--- src/rtl/demosaic_mem_arbiter.sv ---
// demosaic_mem_arbiter: shares the R/G/B colour SRAMs between the demosaic
// engine (E, priority) and the host port (H, low priority, bounded wait).
// Owns all SRAM control pins and steers read data back to the requester
// that issued the read.
module demosaic_mem_arbiter #(
    parameter int ADDR_W   = 14,
    parameter int DATA_W   = 8,
    parameter int MAX_WAIT = 8
) (
    input  logic                clk,
    input  logic                reset_n,
    input  logic                e_req,
    input  logic [2:0]          e_we,
    input  logic [ADDR_W-1:0]   e_addr,
    input  logic [3*DATA_W-1:0] e_wdata,
    output logic                e_gnt,
    output logic                e_rvalid,
    input  logic                h_req,
    input  logic [2:0]          h_we,
    input  logic [ADDR_W-1:0]   h_addr,
    input  logic [3*DATA_W-1:0] h_wdata,
    output logic                h_gnt,
    output logic                h_rvalid,
    output logic [3*DATA_W-1:0] rdata,
    output logic                wr_r,
    output logic                wr_g,
    output logic                wr_b,
    output logic [ADDR_W-1:0]   addr_r,
    output logic [ADDR_W-1:0]   addr_g,
    output logic [ADDR_W-1:0]   addr_b,
    output logic [DATA_W-1:0]   wdata_r,
    output logic [DATA_W-1:0]   wdata_g,
    output logic [DATA_W-1:0]   wdata_b,
    input  logic [DATA_W-1:0]   rdata_r,
    input  logic [DATA_W-1:0]   rdata_g,
    input  logic [DATA_W-1:0]   rdata_b,
    output logic                starved
);

    // Handshake: a requester holds req with its fields stable; the transfer
    // happens in a cycle where req=1 and gnt=1 (gnt is combinational from req
    // and the wait counter). req may drop at any time; nothing is accepted
    // without gnt. At most one gnt is high per cycle.

    localparam logic [3:0] WAIT_MAX = 4'(MAX_WAIT);

    logic [3:0]          r_wait_cnt;
    logic                r_starved;
    logic [2:0]          r_wr;
    logic [ADDR_W-1:0]   r_addr;
    logic [3*DATA_W-1:0] r_wdata;
    logic                r_tag1_v;
    logic                r_tag1_id;   // 0 = engine, 1 = host
    logic                r_tag2_v;
    logic                r_tag2_id;

    logic                w_force_h;
    logic                w_e_gnt;
    logic                w_h_gnt;
    logic [2:0]          w_sel_we;
    logic [ADDR_W-1:0]   w_sel_addr;
    logic [3*DATA_W-1:0] w_sel_wdata;
    logic                w_rd_issue;

    // Arbitration: E by default; H when E is idle or H has waited MAX_WAIT.
    always_comb begin
        w_force_h   = h_req && e_req && (r_wait_cnt == WAIT_MAX);
        w_e_gnt     = e_req && !w_force_h;
        w_h_gnt     = h_req && (!e_req || w_force_h);
        w_sel_we    = w_h_gnt ? h_we    : e_we;
        w_sel_addr  = w_h_gnt ? h_addr  : e_addr;
        w_sel_wdata = w_h_gnt ? h_wdata : e_wdata;
        w_rd_issue  = (w_e_gnt || w_h_gnt) && (w_sel_we == 3'b000);
    end

    // Host wait counter and the sticky starvation flag.
    always_ff @(posedge clk or negedge reset_n) begin
        if (!reset_n) begin
            r_wait_cnt <= 4'd0;
            r_starved  <= 1'b0;
        end else begin
            if (!h_req || w_h_gnt)
                r_wait_cnt <= 4'd0;
            else if (r_wait_cnt < WAIT_MAX)
                r_wait_cnt <= r_wait_cnt + 4'd1;
            if (w_force_h)
                r_starved <= 1'b1;
        end
    end

    // Command stage: register the winner onto all three SRAM ports.
    // Address and write data hold when idle; only the strobes clear.
    always_ff @(posedge clk or negedge reset_n) begin
        if (!reset_n) begin
            r_wr    <= 3'b000;
            r_addr  <= '0;
            r_wdata <= '0;
        end else if (w_e_gnt || w_h_gnt) begin
            r_wr    <= w_sel_we;
            r_addr  <= w_sel_addr;
            r_wdata <= w_sel_wdata;
        end else begin
            r_wr    <= 3'b000;
        end
    end

    // Read tag pipe: stage 1 tracks the SRAM command, stage 2 the SRAM output.
    always_ff @(posedge clk or negedge reset_n) begin
        if (!reset_n) begin
            r_tag1_v  <= 1'b0;
            r_tag1_id <= 1'b0;
            r_tag2_v  <= 1'b0;
            r_tag2_id <= 1'b0;
        end else begin
            r_tag1_v  <= w_rd_issue;
            r_tag1_id <= w_h_gnt;
            r_tag2_v  <= r_tag1_v;
            r_tag2_id <= r_tag1_id;
        end
    end

    assign e_gnt    = w_e_gnt;
    assign h_gnt    = w_h_gnt;
    assign e_rvalid = r_tag2_v && !r_tag2_id;
    assign h_rvalid = r_tag2_v && r_tag2_id;
    assign rdata    = {rdata_r, rdata_g, rdata_b};
    assign wr_r     = r_wr[2];
    assign wr_g     = r_wr[1];
    assign wr_b     = r_wr[0];
    assign addr_r   = r_addr;
    assign addr_g   = r_addr;
    assign addr_b   = r_addr;
    assign wdata_r  = r_wdata[2*DATA_W +: DATA_W];
    assign wdata_g  = r_wdata[DATA_W +: DATA_W];
    assign wdata_b  = r_wdata[0 +: DATA_W];
    assign starved  = r_starved;

endmodule

--- config.mk ---
export PLATFORM = sky130hd
export DESIGN_NAME = demosaic_mem_arbiter
export DESIGN_NICKNAME = d
export VERILOG_FILES = /design/src/rtl/demosaic_mem_arbiter.sv
export SDC_FILE = /design/constraint.sdc
export NUM_CORES = 1
export LEC_CHECK = 0
export BUFFER_PORTS_ARGS = -buffer_cell sky130_fd_sc_hd__buf_4
export CORE_MARGIN = 8
export CORE_UTILIZATION = 41
export DETAILED_ROUTE_END_ITERATION = 12
export HOLD_SLACK_MARGIN = 0.08
export PLACE_DENSITY = 0.8
export SLEW_MARGIN = 20
export SYNTH_ARGS = -nofsm -noshare
export SYNTH_HDL_FRONTEND = slang
export SYNTH_SLANG_ARGS = --single-unit
--- constraint.sdc ---
create_clock -name clk -period 2.63 [get_ports clk]
set_clock_uncertainty 0.2 [all_clocks]
set_input_delay 0.1315 -clock clk [delete_from_list [all_inputs] [get_ports clk]]
set_output_delay 0.1315 -clock clk [all_outputs]
set_load 0.05 [all_outputs]
==> results of run 1 <==
## metrics by stage
stage	cell area (um2)	hold slack [ps]	utilization [%]	cells
floorplan	2910	-364	-	228
global placement	3720	-2.04	54.5	421
detailed placement	3720	9.63	54.5	421
## cells by family after synthesis
group           share of synthesized area, %
xor+xnor                               0.603
simple gates                            4.82
buf+inv                                 17.8
mux                                     31.0
fa+ha+maj                              0.861
compound gates                          1.90
flops                                   43.1
## cell usage after synthesis, types with 2 or more instances
cell,count
sky130_fd_sc_hd__a211o_1,2
sky130_fd_sc_hd__buf_4,56
sky130_fd_sc_hd__buf_6,5
sky130_fd_sc_hd__dfrtp_1,50
sky130_fd_sc_hd__ha_1,2
sky130_fd_sc_hd__inv_1,3
sky130_fd_sc_hd__mux2_1,2
sky130_fd_sc_hd__mux2_2,65
sky130_fd_sc_hd__mux2_4,9
sky130_fd_sc_hd__nand2_1,4
sky130_fd_sc_hd__nand2b_1,2
sky130_fd_sc_hd__nand3_1,4
sky130_fd_sc_hd__nand3b_1,2
sky130_fd_sc_hd__nor2_1,4
sky130_fd_sc_hd__o21ai_1,3
==> out/qor.txt, run 1 <==
Result of the run: aborted with a tool error
Halt point of the flow: clock tree synthesis (4_1_cts)
Stop err: [ERROR RSZ-0060] Max buffer count reached.
Total CTS buffers: 5
Initial cell density of the core: 42.5%
Buffers inserted during post-CTS setup optimization: 0
Maximum number of buffers from clock root to sink: 2
Setup slack at placement: 451 ps
Share of synthesized flip-flops with an asynchronous set or reset: 100%
Chip Height: 100 um
Maximum level of the CTS H-tree: 2
Sink count of the clock tree: 50
Netlist area before placement: 2910 um2
Routability Congestion: 0.776
Main synth FF type: sky130_fd_sc_hd__dfrtp_1
Most area-consuming cells after synthesis: sky130_fd_sc_hd__dfrtp_1 43%, sky130_fd_sc_hd__mux2_2 25%, sky130_fd_sc_hd__buf_4 14%, sky130_fd_sc_hd__mux2_4 4.7%, sky130_fd_sc_hd__buf_6 1.9%
Post_cts resized: 0
# IOs: 208
Clock root buffer master: sky130_fd_sc_hd__clkbuf_8
Synthesis-stage register bit count: 50
Count of yosys warnings during synthesis: 0
Syn_area_per_cell: 12.7 um2
Gate count after technology mapping: 228
Synthesized net count: 340
Width of the die: 100 um
Std cell rows: 30
Count of flip-flops with a built-in enable after synthesis: 0
Count of port buffers added during placement: 159
Area share of the leading cell type in the synthesized netlist: 43.1%
Cell type with the largest total area after synthesis: sky130_fd_sc_hd__dfrtp_1
Post-synthesis sequential area ratio: 43.1%
Post-cts hold buffer count: 101
Hpwl dp: 5640 um
Number of distinct library cells after synthesis: 30
==> inputs of run 2 (changes only) <==
- CORE_UTILIZATION: 41 -> 34
- HOLD_SLACK_MARGIN: 0.08 -> unset
- PLACE_DENSITY: 0.8 -> unset
- PLACE_DENSITY_LB_ADDON: unset -> 0.15
==> out/qor.txt, run 2 <==
Post-Place Cells: 431 (+2.4%)
Total length of routed wires: 8270 um
Clock network latency to the later pin of the worst-skew pair: 290 ps
Register with the highest flop count: r_wdata
Routed Antenna Nets: 0
Routability Congestion: 0.709 (-8.5%)
Post-synthesis to final-layout area growth: 63.7%
Total congestion overflow after global routing: 0
Clock transition at the registers of the reported paths: 90 ps
Maximum level of the CTS H-tree: 2 (unchanged)
Detailed router's first-iteration violation count: 49
Slew at the pin closest to its max-slew limit: 656 ps
Die Area: 11800 um2
Pin count of the biggest net entering global routing: 51
Main synth FF type: sky130_fd_sc_hd__dfrtp_1
Most common cell type on the critical path: sky130_fd_sc_hd__dlygate4sd3_1
Total global routing track utilization: 13.4%
Antenna diode count: 0
Result of the run: finished clean
Peak supply drop: 0.265 mV
Post-detailed-route via-to-cell ratio: 4.39
Topmost layer with routed signal wires: met4
Hpwl dp: 5790 um (+2.6%)
Count of flip-flops with a built-in enable after synthesis: 0 (unchanged)
Chip Height: 108 um (+8.2%)
Wire length of the first global-routing pass: 12600 um
WL per Instance: 15.6 um
Met2 Wirelength: 4420 um
Setup Crit Path Kind: flop to flop
Fmax: 404 MHz
Category of the worst setup path launch point: flop
Sink count of the clock tree: 50 (unchanged)
Final Cycle Share: 94.1%
Netlist area before placement: 2910 um2 (unchanged)
Remaining max-slew budget at the tightest pin: 56.3%
Number of distinct library cells after synthesis: 30 (unchanged)
Most area-consuming cells after synthesis: sky130_fd_sc_hd__dfrtp_1 43%, sky130_fd_sc_hd__mux2_2 25%, sky130_fd_sc_hd__buf_4 14%, sky130_fd_sc_hd__mux2_4 4.7%, sky130_fd_sc_hd__buf_6 1.9%
Min setup slack post-route: 154 ps
Type of the most critical hold path: input pin to flop
Clock root buffer master: sky130_fd_sc_hd__clkbuf_8
Via count of the first global-routing pass: 2549
Max Cap Violations: 0
Worst hold-check slack: 11.1 ps
Cell type with the largest total area after synthesis: sky130_fd_sc_hd__dfrtp_1
Count of port buffers added during placement: 159 (unchanged)
Detailed-routing wirelength on met1: 2970 um
Setup slack at placement: 514 ps (+62.5 ps)
Synthesis-stage register bit count: 50 (unchanged)
Via count: 2322
Post_cts resized: 0 (unchanged)
Area inside the core boundary: 8260 um2
Max FFs per register: 24
Post-synthesis sequential area ratio: 43.1% (unchanged)
Std cell rows: 33 (+10%)
Post-layout min period: 2480 ps
Worst path arrival time: 2460 ps
Final max-slew violation count: 0
List of most frequent post-synthesis cells: 65 x sky130_fd_sc_hd__mux2_2, 56 x sky130_fd_sc_hd__buf_4, 50 x sky130_fd_sc_hd__dfrtp_1
Maximum number of buffers from clock root to sink: 2 (unchanged)
Fraction of layout cells with a size suffix above 1: 58.5%
Final number of setup-violating endpoints: 0
Crit. End Element: flop
DRC violation count after routing: 0
Clock tree from TritonCTS: built
Width of the die: 108 um (+8.2%)
Worst EP required: 2610 ps
Synthesized net count: 340 (unchanged)
Syn_area_per_cell: 12.7 um2 (unchanged)
Total CTS buffers: 5 (unchanged)
Most common cell after layout, fill and taps aside: sky130_fd_sc_hd__buf_4
Share of synthesized flip-flops with an asynchronous set or reset: 100% (unchanged)
Total Nets Final: 535
Initial cell density of the core: 35.2% (-7.3 points)
Most common cell in the netlist: sky130_fd_sc_hd__mux2_2
Slowest Stage Delay on Critical Path: 550 ps
RSZ-0062 raised after global routing: false
Number of antenna violations at the first check in global routing: 0
Power density cells: 513 nW/um2
Detailed route wirelength on metal3: 779 um
Gate count after technology mapping: 228 (unchanged)
Standard cell with the maximum stage delay on the critical path: sky130_fd_sc_hd__dlygate4sd3_1
Count of yosys warnings during synthesis: 0 (unchanged)
Setup TNS: 0 ps
Highest fanout seen on the critical path: 7
Final hold viol count: 0
Layout filler cell count: 696
Layout Cells excl Fill: 529
Commonest non-fill, non-tap cells in the layout: 163 x sky130_fd_sc_hd__buf_4, 87 x sky130_fd_sc_hd__dlygate4sd3_1, 65 x sky130_fd_sc_hd__mux2_2
Leakage power figure: 2.27 nW
Critical path, cell by cell: inv_1 > ha_1 > nand4b_4 > nand3b_1 > dlygate4sd3_1 > a22oi_1 > dlygate4sd3_1
Area share of the leading cell type in the synthesized netlist: 43.1% (unchanged)
# IOs: 208 (unchanged)
Detailed Routing Iterations Pass 1: 4
-- run 2: metal layers --
layer / vias up / GRT usage [%]
met5: - / 0
met4: 0 / 4.59
met3: 14 / 4.16
met2: 102 / 24.5
met1: 1096 / 14.3
li1: 1110 / -
-- run 2: cell families after synthesis --
family	synth area share [%]
XOR/XNOR	0.603
AND/OR/NAND/NOR	4.82
adder cells (fa/ha/maj)	0.861
flip-flops	43.1
AO/OA/AOI/OAI	1.90
buffers and inverters	17.8
multiplexers	31.0
-- run 2: layout make-up --
type	instances	area, um2	area share [%]
tap	105	131	2.76
timing repair buffer	251	2110	44.5
clock buffer	7	76.3	1.60
sequential	50	1250	26.3
multi-input combinational	111	1140	23.9
clock inverter	1	30.0	0.631
inverter	4	15.0	0.316
-- run 2: critical path: cells and delay by family, from the launching register on --
kind                       cells  cell delay (ps)
adders and majority gates      1              200
and+or+nand+nor                2              290
DFF                            1              420
AOI/OAI and AO/OA              1               60
buffers and inverters          3             1180
-- run 2: through the flow --
step	utilization (%)	total power, mW	instance area (um2)
2_1_floorplan	-	1.64	2910
3_3_place_gp	45.5	1.80	3760
3_5_place_dp	45.5	1.81	3760
4_1_cts	57.2	2.47	4720
5_1_grt	57.6	2.56	4760
6_report	57.6	2.44	4760
-- run 2: final timing paths --
path,to,from,slack (ps),depth (start not counted)
min reg2reg,r_tag2_id,r_tag1_id,150,0
max,r_tag1_v,r_wait_cnt[0],150,7
min in group asynchronous,starved,reset_n,180,2
min,addr_b[13],h_addr[13],10,3
max reg2reg,r_tag1_v,r_wait_cnt[0],150,7
max in group asynchronous,addr_b[13],reset_n,1590,2
-- run 2: where the power goes --
group          internal, mW  switching [mW]
Clock                 0.285           0.250
Combinational         0.442           0.580
Sequential            0.837          0.0472
-- run 2: what timing repair did --
action	CTS	global route
hold buffers	86	1
setup buffers	0	3
setup endpoints to repair	0	1
hold endpoints to repair	94	1
Power figures use the tool's default switching activity.
